### src/rtl/gen_fifo_pack.sv
// gen_fifo_pack: drains a gen_fifo read port and packs N consecutive W-bit
// entries into one N*W-bit word on a valid/ready stream. A flush closes a
// partial word early and tags it last. The first entry popped lands in lane 0.

// One output lane: the accumulator slot plus its slice of the output register.
module gen_fifo_pack_lane #(
  parameter int W     = 8,
  parameter int CNT_W = 3,
  parameter int LANE  = 0
) (
  input  logic             clk,
  input  logic             rst,
  input  logic             wr_en,
  input  logic [W-1:0]     wr_data,
  input  logic             ld_out,
  input  logic [CNT_W-1:0] acc_cnt,
  output logic [W-1:0]     out_lane
);
  logic [W-1:0] acc_q;

  // accumulator slot, written by an arriving FIFO entry aimed at this lane
  always_ff @(posedge clk) begin
    if (rst)        acc_q <= '0;
    else if (wr_en) acc_q <= wr_data;
  end

  // output slice; lanes beyond the fill level of a partial word read as zero
  always_ff @(posedge clk) begin
    if (rst)         out_lane <= '0;
    else if (ld_out) out_lane <= (CNT_W'(LANE) < acc_cnt) ? acc_q : '0;
  end
endmodule

module gen_fifo_pack #(
  parameter int W      = 8,
  parameter int N      = 4,
  parameter int RD_LAT = 1,
  parameter int CNT_W  = $clog2(N+1)
) (
  input  logic             clk,
  input  logic             rst,
  input  logic             clear,
  input  logic             flush,
  output logic             fifo_rd_en,
  input  logic [W-1:0]     fifo_rd_data,
  input  logic             fifo_rd_empty,
  output logic             out_valid,
  input  logic             out_ready,
  output logic [N*W-1:0]   out_data,
  output logic [CNT_W-1:0] out_cnt,
  output logic             out_last,
  output logic             busy
);
  localparam int CW1 = CNT_W + 1;

  logic [CNT_W-1:0]       acc_cnt;
  logic                   acc_last;
  logic                   inflight;   // a pop issued last cycle whose data lands this cycle
  logic                   flush_pend;
  logic                   out_free, xfer, room, arrive;
  logic [CNT_W-1:0]       wr_lane;
  logic [N-1:0]           wr_en_v;
  logic [N-1:0][W-1:0]    out_lanes;

  // transfer decision, pop request and write-lane selection
  always_comb begin
    out_free   = !out_valid || out_ready;
    xfer       = out_free && ((acc_cnt == CNT_W'(N)) ||
                              (flush_pend && !inflight && (acc_cnt != '0)));
    // in-flight entries already own a lane, so they count against the room left
    room       = ({1'b0, acc_cnt} + CW1'(inflight)) < CW1'(N);
    fifo_rd_en = !rst && !clear && !fifo_rd_empty && !flush_pend && (room || xfer);
    arrive     = (RD_LAT == 0) ? fifo_rd_en : inflight;
    // data arriving alongside a transfer starts the next word
    wr_lane    = xfer ? '0 : acc_cnt;
  end

  // accumulator bookkeeping: fill level, in-flight flag and flush request
  always_ff @(posedge clk) begin
    if (rst || clear) begin
      acc_cnt    <= '0;
      acc_last   <= 1'b0;
      inflight   <= 1'b0;
      flush_pend <= 1'b0;
    end else begin
      inflight <= (RD_LAT != 0) && fifo_rd_en;
      if (xfer)        acc_cnt <= arrive ? CNT_W'(1) : '0;
      else if (arrive) acc_cnt <= acc_cnt + CNT_W'(1);
      // a flush landing on an already-full word marks that word last
      acc_last <= xfer ? 1'b0 : (acc_last || (flush && (acc_cnt == CNT_W'(N))));
      if (flush && !flush_pend)
        flush_pend <= 1'b1;
      else if (xfer || (flush_pend && (acc_cnt == '0) && !inflight))
        flush_pend <= 1'b0;
    end
  end

  // output register control; payload is held stable while stalled
  always_ff @(posedge clk) begin
    if (rst) begin
      out_valid <= 1'b0;
      out_cnt   <= '0;
      out_last  <= 1'b0;
    end else if (clear) begin
      out_valid <= 1'b0;
    end else if (xfer) begin
      out_valid <= 1'b1;
      out_cnt   <= acc_cnt;
      out_last  <= acc_last || flush_pend;
    end else if (out_ready) begin
      out_valid <= 1'b0;
    end
  end

  for (genvar k = 0; k < N; k++) begin : g_lane
    assign wr_en_v[k] = arrive && !clear && (wr_lane == CNT_W'(k));
    gen_fifo_pack_lane #(.W(W), .CNT_W(CNT_W), .LANE(k)) u_lane (
      .clk     (clk),
      .rst     (rst),
      .wr_en   (wr_en_v[k]),
      .wr_data (fifo_rd_data),
      .ld_out  (xfer && !clear),
      .acc_cnt (acc_cnt),
      .out_lane(out_lanes[k])
    );
  end

  assign out_data = out_lanes;
  assign busy     = (acc_cnt != '0) || inflight || flush_pend;
endmodule

### config.mk
export PLATFORM = sky130hd
export DESIGN_NAME = gen_fifo_pack
export DESIGN_NICKNAME = d
export VERILOG_FILES = /design/src/rtl/gen_fifo_pack.sv
export SDC_FILE = /design/constraint.sdc
export NUM_CORES = 1
export LEC_CHECK = 0
export CAP_MARGIN = 20
export CORE_ASPECT_RATIO = 0.6
export CORE_UTILIZATION = 58
export CTS_BUF_LIST = sky130_fd_sc_hd__clkbuf_8
export CTS_CLUSTER_SIZE = 12
export DETAILED_ROUTE_END_ITERATION = 6
export PLACE_DENSITY = 0.87
export RECOVER_POWER = 50
export SLEW_MARGIN = 20
export SYNTH_ARGS = -nofsm -noshare
export SYNTH_HDL_FRONTEND = slang
export SYNTH_SLANG_ARGS = --single-unit
### constraint.sdc
create_clock -name clk -period 3.92 [get_ports clk]
set_clock_uncertainty 0.15 [all_clocks]
set_input_delay 0.588 -clock clk [delete_from_list [all_inputs] [get_ports clk]]
set_output_delay 0.588 -clock clk [all_outputs]
set_load 0.05 [all_outputs]
# Word level (Yosys, flattened, before mapping)

Index checks and enable logic that the tools add are counted.

Input bits: 14
Word-level logic and storage cells: 80
Register bits after elaboration: 75
Output and inout bits: 39

Muxes and demuxes: 12
Equal/unequal tests: 4
Reductions and logical operators: 41
Add/subtract/negate cells: 2
Magnitude comparators: 5
Bitwise gates (word level): 1

Operators with widths:

| kind                                                       | number |
|---|---|
| two-way mux 8 bit                                          | 4 |
| logical AND 1 bit                                          | 17 |
| logical OR 1 bit                                           | 9 |
| two-way mux 3 bit                                          | 3 |
| == test 3 x 2 -> 1 bit, second input constant              | 2 |
| logical NOT 1 bit                                          | 6 |
| logical NOT 3 bit                                          | 2 |
| less-than comparator 1 x 3 -> 1 bit, first input constant  | 2 |
| less-than comparator 2 x 3 -> 1 bit, first input constant  | 2 |
| nonzero test 2 bit                                         | 3 |
| two-way mux 1 bit                                          | 5 |
| adder 3 x 1 -> 4 bit                                       | 1 |
| less-than comparator 4 x 3 -> 1 bit, second input constant | 1 |
| OR reduction 2 bit                                         | 2 |
| adder 3 x 1 -> 3 bit, second input constant                | 1 |
| == test 3 x 1 -> 1 bit, second input constant              | 1 |
| == test 3 bit, second input constant                       | 1 |
| nonzero test 3 bit                                         | 1 |
| AND reduction 2 bit                                        | 1 |
| NOT 1 bit                                                  | 1 |

# Logic depth before layout (Yosys ltp)

Gate-level depths: netlist (run 1).

Word-level depth: 8
Mapped depth: 9

# Modules after synthesis

A second synthesis (run 1) with hierarchy kept.

Cells, all modules: 300
Area, all modules: 3046.7 µm²

By module, submodules not included:

| module                                | times used | area each (µm²) | cells each |
|---|---|---|---|
| gen_fifo_pack                         | 1          | 625.6           | 71 |
| gen_fifo_pack_lane (g_lane[1].u_lane) | 1          | 619.3           | 62 |
| gen_fifo_pack_lane (g_lane[0].u_lane) | 1          | 609.3           | 53 |
| gen_fifo_pack_lane (g_lane[2].u_lane) | 1          | 598.1           | 53 |
| gen_fifo_pack_lane (g_lane[3].u_lane) | 1          | 594.3           | 61 |

# Worst setup path after synthesis (run 1)

No wires, ideal clock.

Path type: reg-to-output
From: register acc_cnt[0]
To: output fifo_rd_en
Buffers on the path: 1
Stages on the path, launching flop included: 8
Path slack: 0.045 ns
Data arrival time: 3.137 ns
Path through: dfxtp_1 > buf_2 > inv_1 > ha_1 > or3b_4 > a21oi_1 > nor2_1 > nor4_1

Word-level cells in the longest chain between the ends: 6
Elaborated cells between the ends (all ways): 9
Those cells by class: add/sub (1); order compare (1); eq/ne (1); reduce/logical (6)

RTL lines:

| what                                                         | line | text |
|---|---|---|
| from (decl)                                                  | 56   | `logic [CNT_W-1:0] acc_cnt;` |
| from (signal assigned)                                       | 87   | `if (xfer) acc_cnt <= arrive ? CNT_W'(1) : '0;` |
| from (signal assigned)                                       | 88   | `else if (arrive) acc_cnt <= acc_cnt + CNT_W'(1);` |
| branches (longest 4 deep; another with adder 3 x 1 -> 4 bit) | --   |  |
| logical OR 1 bit *                                           | 72   | `fifo_rd_en = !rst && !clear && !fifo_rd_empty && !flush_pend && (room \|\| xfer);` |
| logical AND 1 bit *                                          | 72   |  |
| to (decl)                                                    | 44   | `output logic fifo_rd_en,` |

Mark *: on every way between the ends.

# Worst setup path in the final report (run 1)

From: register acc_cnt[1]
To: output fifo_rd_en

Same word-level chain as after synthesis.

==> reports/results.ini, run 1 <==
[setup_path]
r2r_cells=3
critical_path.startpoint_type=flip-flop
end_kind=output port
cp.arrival_ps=2690
critPathRequiredTime_ps=3180
path_max_fanout=9
crit_type=reg2out

[sta]
slew_viol_final=9
setup_viol=0
fin_crit_sh_pct=87.5
rsz0062_at_grt=false
tightest_slew_ps=2090
fin_ws_ps=490
timing.setup.tns_ps=0
fmax_mhz=292
finalHoldViolations=0
slew_headroom_pct=-40.9
fin_crit_ps=3430

[die]
die_y_um=57.6
ios=53
fp.dieW_um=94.7
start_util_pct=62.9
die_area_mm2=0.00546
coreArea_mm2=0.00475
rows=19

[clock_tree]
ctsHoldBuffers=0
clk_latency_ps=340
cts_resized=0
cts_buffers=9
cts_root_buffer=clkbuf_8
cts_buffer_depth=2
clkSlewWorstSetupHoldPaths_ps=70
cts_tree=built
htree_levels=3
cts_num_sinks=75
cts_setup_buffers=0

[logic_synthesis]
synthSimpleGateAreaFrac_pct=26.6
avgSynthCellArea_um2=9.49
syn_area_mm2=0.00299
yosysWarnings=0
synthCells=315
synth-adder-area-share_pct=0.837
yosys-top-cells-area=dfxtp_1 50%, mux2i_1 11%, nand3b_1 6.3%
yosys.area.top_type=dfxtp_1
synth_seq_cells=75
synth_xor_area_share_pct=0.293
ys_seq_area_share_pct=50.2
ys_types=32
synth_top_family_by_area=simple AND/OR/NAND/NOR gates
synth_top_area_share_pct=50.2
syn-num-nets=331
synth_mux_area_share_pct=11.0
synth_compound_area_share_pct=6.40

[global_route]
grtUsageTotal_pct=25.2
gr-total-overflow=0
grt_pass1_vias=2112
grt_first_pass_wirelength_um=10300
grtUsageMet3_pct=6.56
antenna_found_initial=0
grt_max_degree=79
grtUsageMet2_pct=37.0
grt_use_met1_pct=36.1
top_usage_layer=met2

[pwr]
p_leak_nw=1.56
powerDensity_mw_per_mm2=369
ir_drop_mv=0.264

[route]
num_vias=2332
routedWlPerCell_um=14.8
drtIter0Drc=218
via_per_inst=5.47
ant_nets=0
firstDrtPassIters=4
postRouteWirelength_um=6300
drc_errors=0

[place]
port_buffers=52
post-place-ws_ps=875
dpl.hpwl_um=4190
gp_congestion=0.835
place_area_mm2=0.00347

[worst_hold_path]
holdPathStages=2
hp-class=reg2reg

[finish]
final_common_cell=dfxtp_1
area_growth_pct=21.1
stdcell_area_mm2=0.00362
nNetsFinal=374
drive_above_1_share_pct=5.79
final_cell_mix=75 x dfxtp_1, 38 x dlygate4sd3_1, 33 x nand2_1, 33 x mux2i_1, 31 x nor2_1
num_antenna_cells=0

[status]
violations=max-capacitance violations, max-slew violations
status=complete, but fails checks

[job]
max_cap_viol_count=1

[cell usage after synthesis]
cell / instances
o21ai_0: 1
mux2i_1: 33
nor3_1: 5
ha_1: 2
nor4_4: 1
buf_4: 1
or2_2: 2
xor2_1: 1
or3_1: 1
nor2_1: 30
a211oi_4: 1
a31oi_1: 2
or3b_4: 1
or4_1: 2
and2_1: 1
nand3b_1: 25
dfxtp_1: 75
nor4_1: 2
nand3_1: 24
nand2b_1: 19
nor3_2: 1
buf_2: 8
buf_6: 4
inv_1: 2
a21oi_1: 17
a211o_1: 1
nor2_2: 1
buf_1: 1
o31ai_1: 8
nor2b_1: 1
nand2_1: 33
clkbuf_1: 9
[registers in the layout, summed over array words and instances (netlist names)]
name and flops:
out_cnt 3, acc_last 1, out_valid 1, flush_pend 1, arrive 1, acc_cnt 3, out_last 1, g_lane.u_lane.out_lane 32
g_lane.u_lane.acc_q 32
[through the flow]
step                total power, mW  std cells  hold slack (ps)  util [%]
floorplan                     0.817        315              279         -
CTS                            1.34        426              306      76.7
finish                         1.34        426              300      76.2
detailed placement            0.843        410              296      73.1
global route                   1.38        426              320      76.2
global placement              0.843        410              293      73.1
[power breakdown]
group | internal (mW) | switching (mW)
sequential | 0.764 | 0.00260
combinational | 0.0261 | 0.0327
clock | 0.241 | 0.269
[cell families after synthesis]
| kind of cell | Yosys count |
|---|---|
| AO/OA/AOI/OAI | 30 |
| multiplexers | 33 |
| buffers and inverters | 25 |
| adder cells (fa/ha/maj) | 2 |
| XOR/XNOR | 1 |
| flip-flops | 75 |
| AND/OR/NAND/NOR | 149 |
[layer usage]
layer	wire length, um	up-vias	part of all wire (%)
li1	-	1167	-
met5	0	-	0
met2	2770	81	44
met3	460	13	7.3
met1	2970	1071	47
met4	108	0	1.7
[worst paths after layout]
kind,startpoint,end,slack [ps]
worst min register to register,g_lane[3].u_lane.out_lane[1],g_lane[3].u_lane.out_lane[1],300
worst min-delay path,g_lane[3].u_lane.out_lane[1],g_lane[3].u_lane.out_lane[1],300
worst max-delay path,acc_cnt[1],fifo_rd_en,490
worst max register to register,acc_cnt[2],g_lane[2].u_lane.acc_q[1],990
[area by class of cell]
cell class              count  area, um^2
clock buffers              10         138
clock inverters             6        35.0
fillers                   342        1130
inverters                   2        7.51
multi-input cells         215        1330
flip-flops and latches     75        1500
well taps                  63        78.8
repair buffers             55         536
[worst max-delay path, cell delays in order, from the launching register on]
cell,delay [ps]
dfxtp_1,490
inv_1,120
ha_1,230
or3b_1,450
a21oi_1,440
nor2_1,120
nor4_1,250
buf_4,250
Power figures use the tool's default switching activity.
==> run 2: changes to the inputs <==
- CORE_ASPECT_RATIO: 0.6 -> unset
==> run 2 against run 1 <==
- the run still ends with max-capacitance violations, max-slew violations left
- maximum frequency decreased by 0.27%
- combinational power grew 1%
- global-route usage grew 0.78 points
- wire length grew 2.8%
- count of clock-buffer cells in the layout shrank 1
- non-clock buffer count did not move
- critical endpoint unchanged
==> reports/results.ini, run 2 (synthesis results as in run 1) <==
[route]
postRouteWirelength_um=6480  ; +2.8%
via_per_inst=5.45  ; -0.42%
num_vias=2344  ; +0.51%
drc_errors=0  ; unchanged
firstDrtPassIters=4  ; unchanged
ant_nets=0  ; unchanged
routedWlPerCell_um=15.1  ; +1.9%
drtIter0Drc=146  ; -33%

[place]
gp_congestion=0.822  ; -1.6%
placed_cells=414  ; +0.98%
port_buffers=52  ; unchanged
dpl.hpwl_um=4090  ; -2.2%
place_area_mm2=0.00348  ; +0.14%

[die]
die_area_mm2=0.00545  ; -0.17%
die_y_um=73.8  ; +28%
fp.dieW_um=73.8  ; -22%
rows=25  ; +6
start_util_pct=61.7  ; -1.2 points
coreArea_mm2=0.00485  ; +2.0%
ios=53  ; unchanged

[setup_path]
crit_type=reg2out
r2r-start=acc_cnt[1]
end_kind=output port
slowest_delay_ps=480  ; about the same
crit_family=simple AND/OR/NAND/NOR gates
path_max_fanout=9  ; unchanged
crit_path_start=acc_cnt[1]
cp_slowest_cell=dfxtp_1
path_cells=inv_1, ha_1, or3b_1, a21oi_1, nor2_1, nor4_1, buf_4
path_buf_inv=2  ; unchanged
critPathRequiredTime_ps=3180  ; about the same
cp.arrival_ps=2700  ; about the same
critical_path.startpoint_type=flip-flop

[sta]
slew_viol_final=9  ; unchanged
finalHoldViolations=0  ; unchanged
setup_viol=0  ; unchanged
timing.setup.tns_ps=0  ; unchanged
fin_crit_ps=3440  ; +9.18 ps
rsz0062_at_grt=false
slew_headroom_pct=-31.2  ; +9.7 points
fin_crit_sh_pct=87.7  ; +0.23 points
tightest_slew_ps=1950  ; -145 ps
fmax_mhz=291  ; -0.27%

[clock_tree]
cts_setup_buffers=0  ; unchanged
cts_num_sinks=75  ; unchanged
clk_latency_ps=350  ; about the same
cts_tree=built
cts_root_buffer=clkbuf_8
clkSlewWorstSetupHoldPaths_ps=70  ; about the same
ctsHoldBuffers=0  ; unchanged
cts_buffers=9  ; unchanged
cts_buffer_depth=2  ; unchanged
htree_levels=3  ; unchanged
cts_resized=0  ; unchanged

[status]
violations=max-capacitance violations, max-slew violations
status=complete, but fails checks

[global_route]
gr-total-overflow=0  ; unchanged
grtUsageTotal_pct=26.0  ; +0.78 points
grt_pass1_vias=2120  ; +0.38%
grt_first_pass_wirelength_um=10300  ; -0.14%
grt_max_degree=79  ; unchanged
antenna_found_initial=0  ; unchanged

[pwr]
p_comb_share_pct=4.3  ; about the same
p_sw_share_pct=22.4  ; -0.36 points
power.internal_mw=1.08  ; +4.5%
power.share.clock_pct=40.5  ; +2.3 points
p_leak_nw=1.57  ; +0.88%
p_sw_mw=0.311  ; +2.3%
power_frac_seq_pct=55.2  ; -2.2 points
ir_drop_mv=0.360  ; +36%
powerDensity_mw_per_mm2=381  ; +3.3%

[finish]
num_antenna_cells=0  ; unchanged
top_regs=g_lane.u_lane.acc_q x32, g_lane.u_lane.out_lane x32
final_common_cell=dfxtp_1
final_cells=430  ; +0.94%
final_cell_mix=75 x dfxtp_1, 38 x dlygate4sd3_1, 33 x nand2_1, 33 x mux2i_1, 30 x nor2_1
stdcell_area_mm2=0.00365  ; +0.69%
drive_above_1_share_pct=6.61  ; +0.83 points
nNetsFinal=374  ; unchanged
area_growth_pct=22.0

[job]
max_cap_viol_count=1  ; unchanged

[worst_hold_path]
min_from=g_lane[3].u_lane.out_lane[1]
hp-class=reg2reg

run 2: cell count changes in the layout (fill, tap and decap cells not counted), sizes merged:
cell | previous run | this run
inv | 5 | 4
clkbuf | 10 | 9
clkinvlp | 2 | 0
clkinv | 1 | 4
bufinv | 0 | 1
run 2: power groups by stage:
stage	clock (mW)	combinational [mW]	sequential, mW
floorplan	0	0.0341	0.783
global placement	0	0.0587	0.784
detailed placement	0	0.0590	0.785
CTS	0.570	0.0595	0.767
global route	0.597	0.0628	0.767
finish	0.562	0.0595	0.767
run 2: area by class of cell:
class | instances | area (um^2)
well taps | 67 | 83.8
inverters | 2 | 7.51
repair buffers | 55 | 536
clock buffers | 9 | 124
clock inverters | 7 | 61.3
multi-input cells | 215 | 1330
flip-flops and latches | 75 | 1500
fillers | 366 | 1200
run 2: worst paths after layout:
path                                   to  slack [ps]  depth (start not counted)
max                            fifo_rd_en         480                          7
min          g_lane[3].u_lane.out_lane[1]         300                          2
max reg2reg  g_lane[1].u_lane.out_lane[0]        1080                          7
min reg2reg  g_lane[3].u_lane.out_lane[1]         300                          2
run 2: metrics by stage:
stage	util [%]	total power, mW	worst slack, ps	hold slack [ps]
4_1_cts	75.6	1.40	464	302
6_report	75.2	1.39	481	298
2_1_floorplan	-	0.817	45.0	279
3_3_place_gp	71.8	0.843	947	291
5_1_grt	75.2	1.43	235	330
3_5_place_dp	71.8	0.844	861	289
run 2: worst register-to-register path: stages, from the launching register on:
cell and delay (ps):
dfxtp_1 480, inv_1 120, ha_1 230, or3b_1 450, a211oi_4 880, buf_4 300
nand3_1 80, nand2_1 90
run 2: metal layers:
layer,vias to the layer above,global-route usage (%),share of wire [%]
li1,1163,-,-
met1,1087,34.4,45
met2,79,40.3,47
met3,15,4.12,5.7
met4,0,15.2,2.8
met5,-,0,0
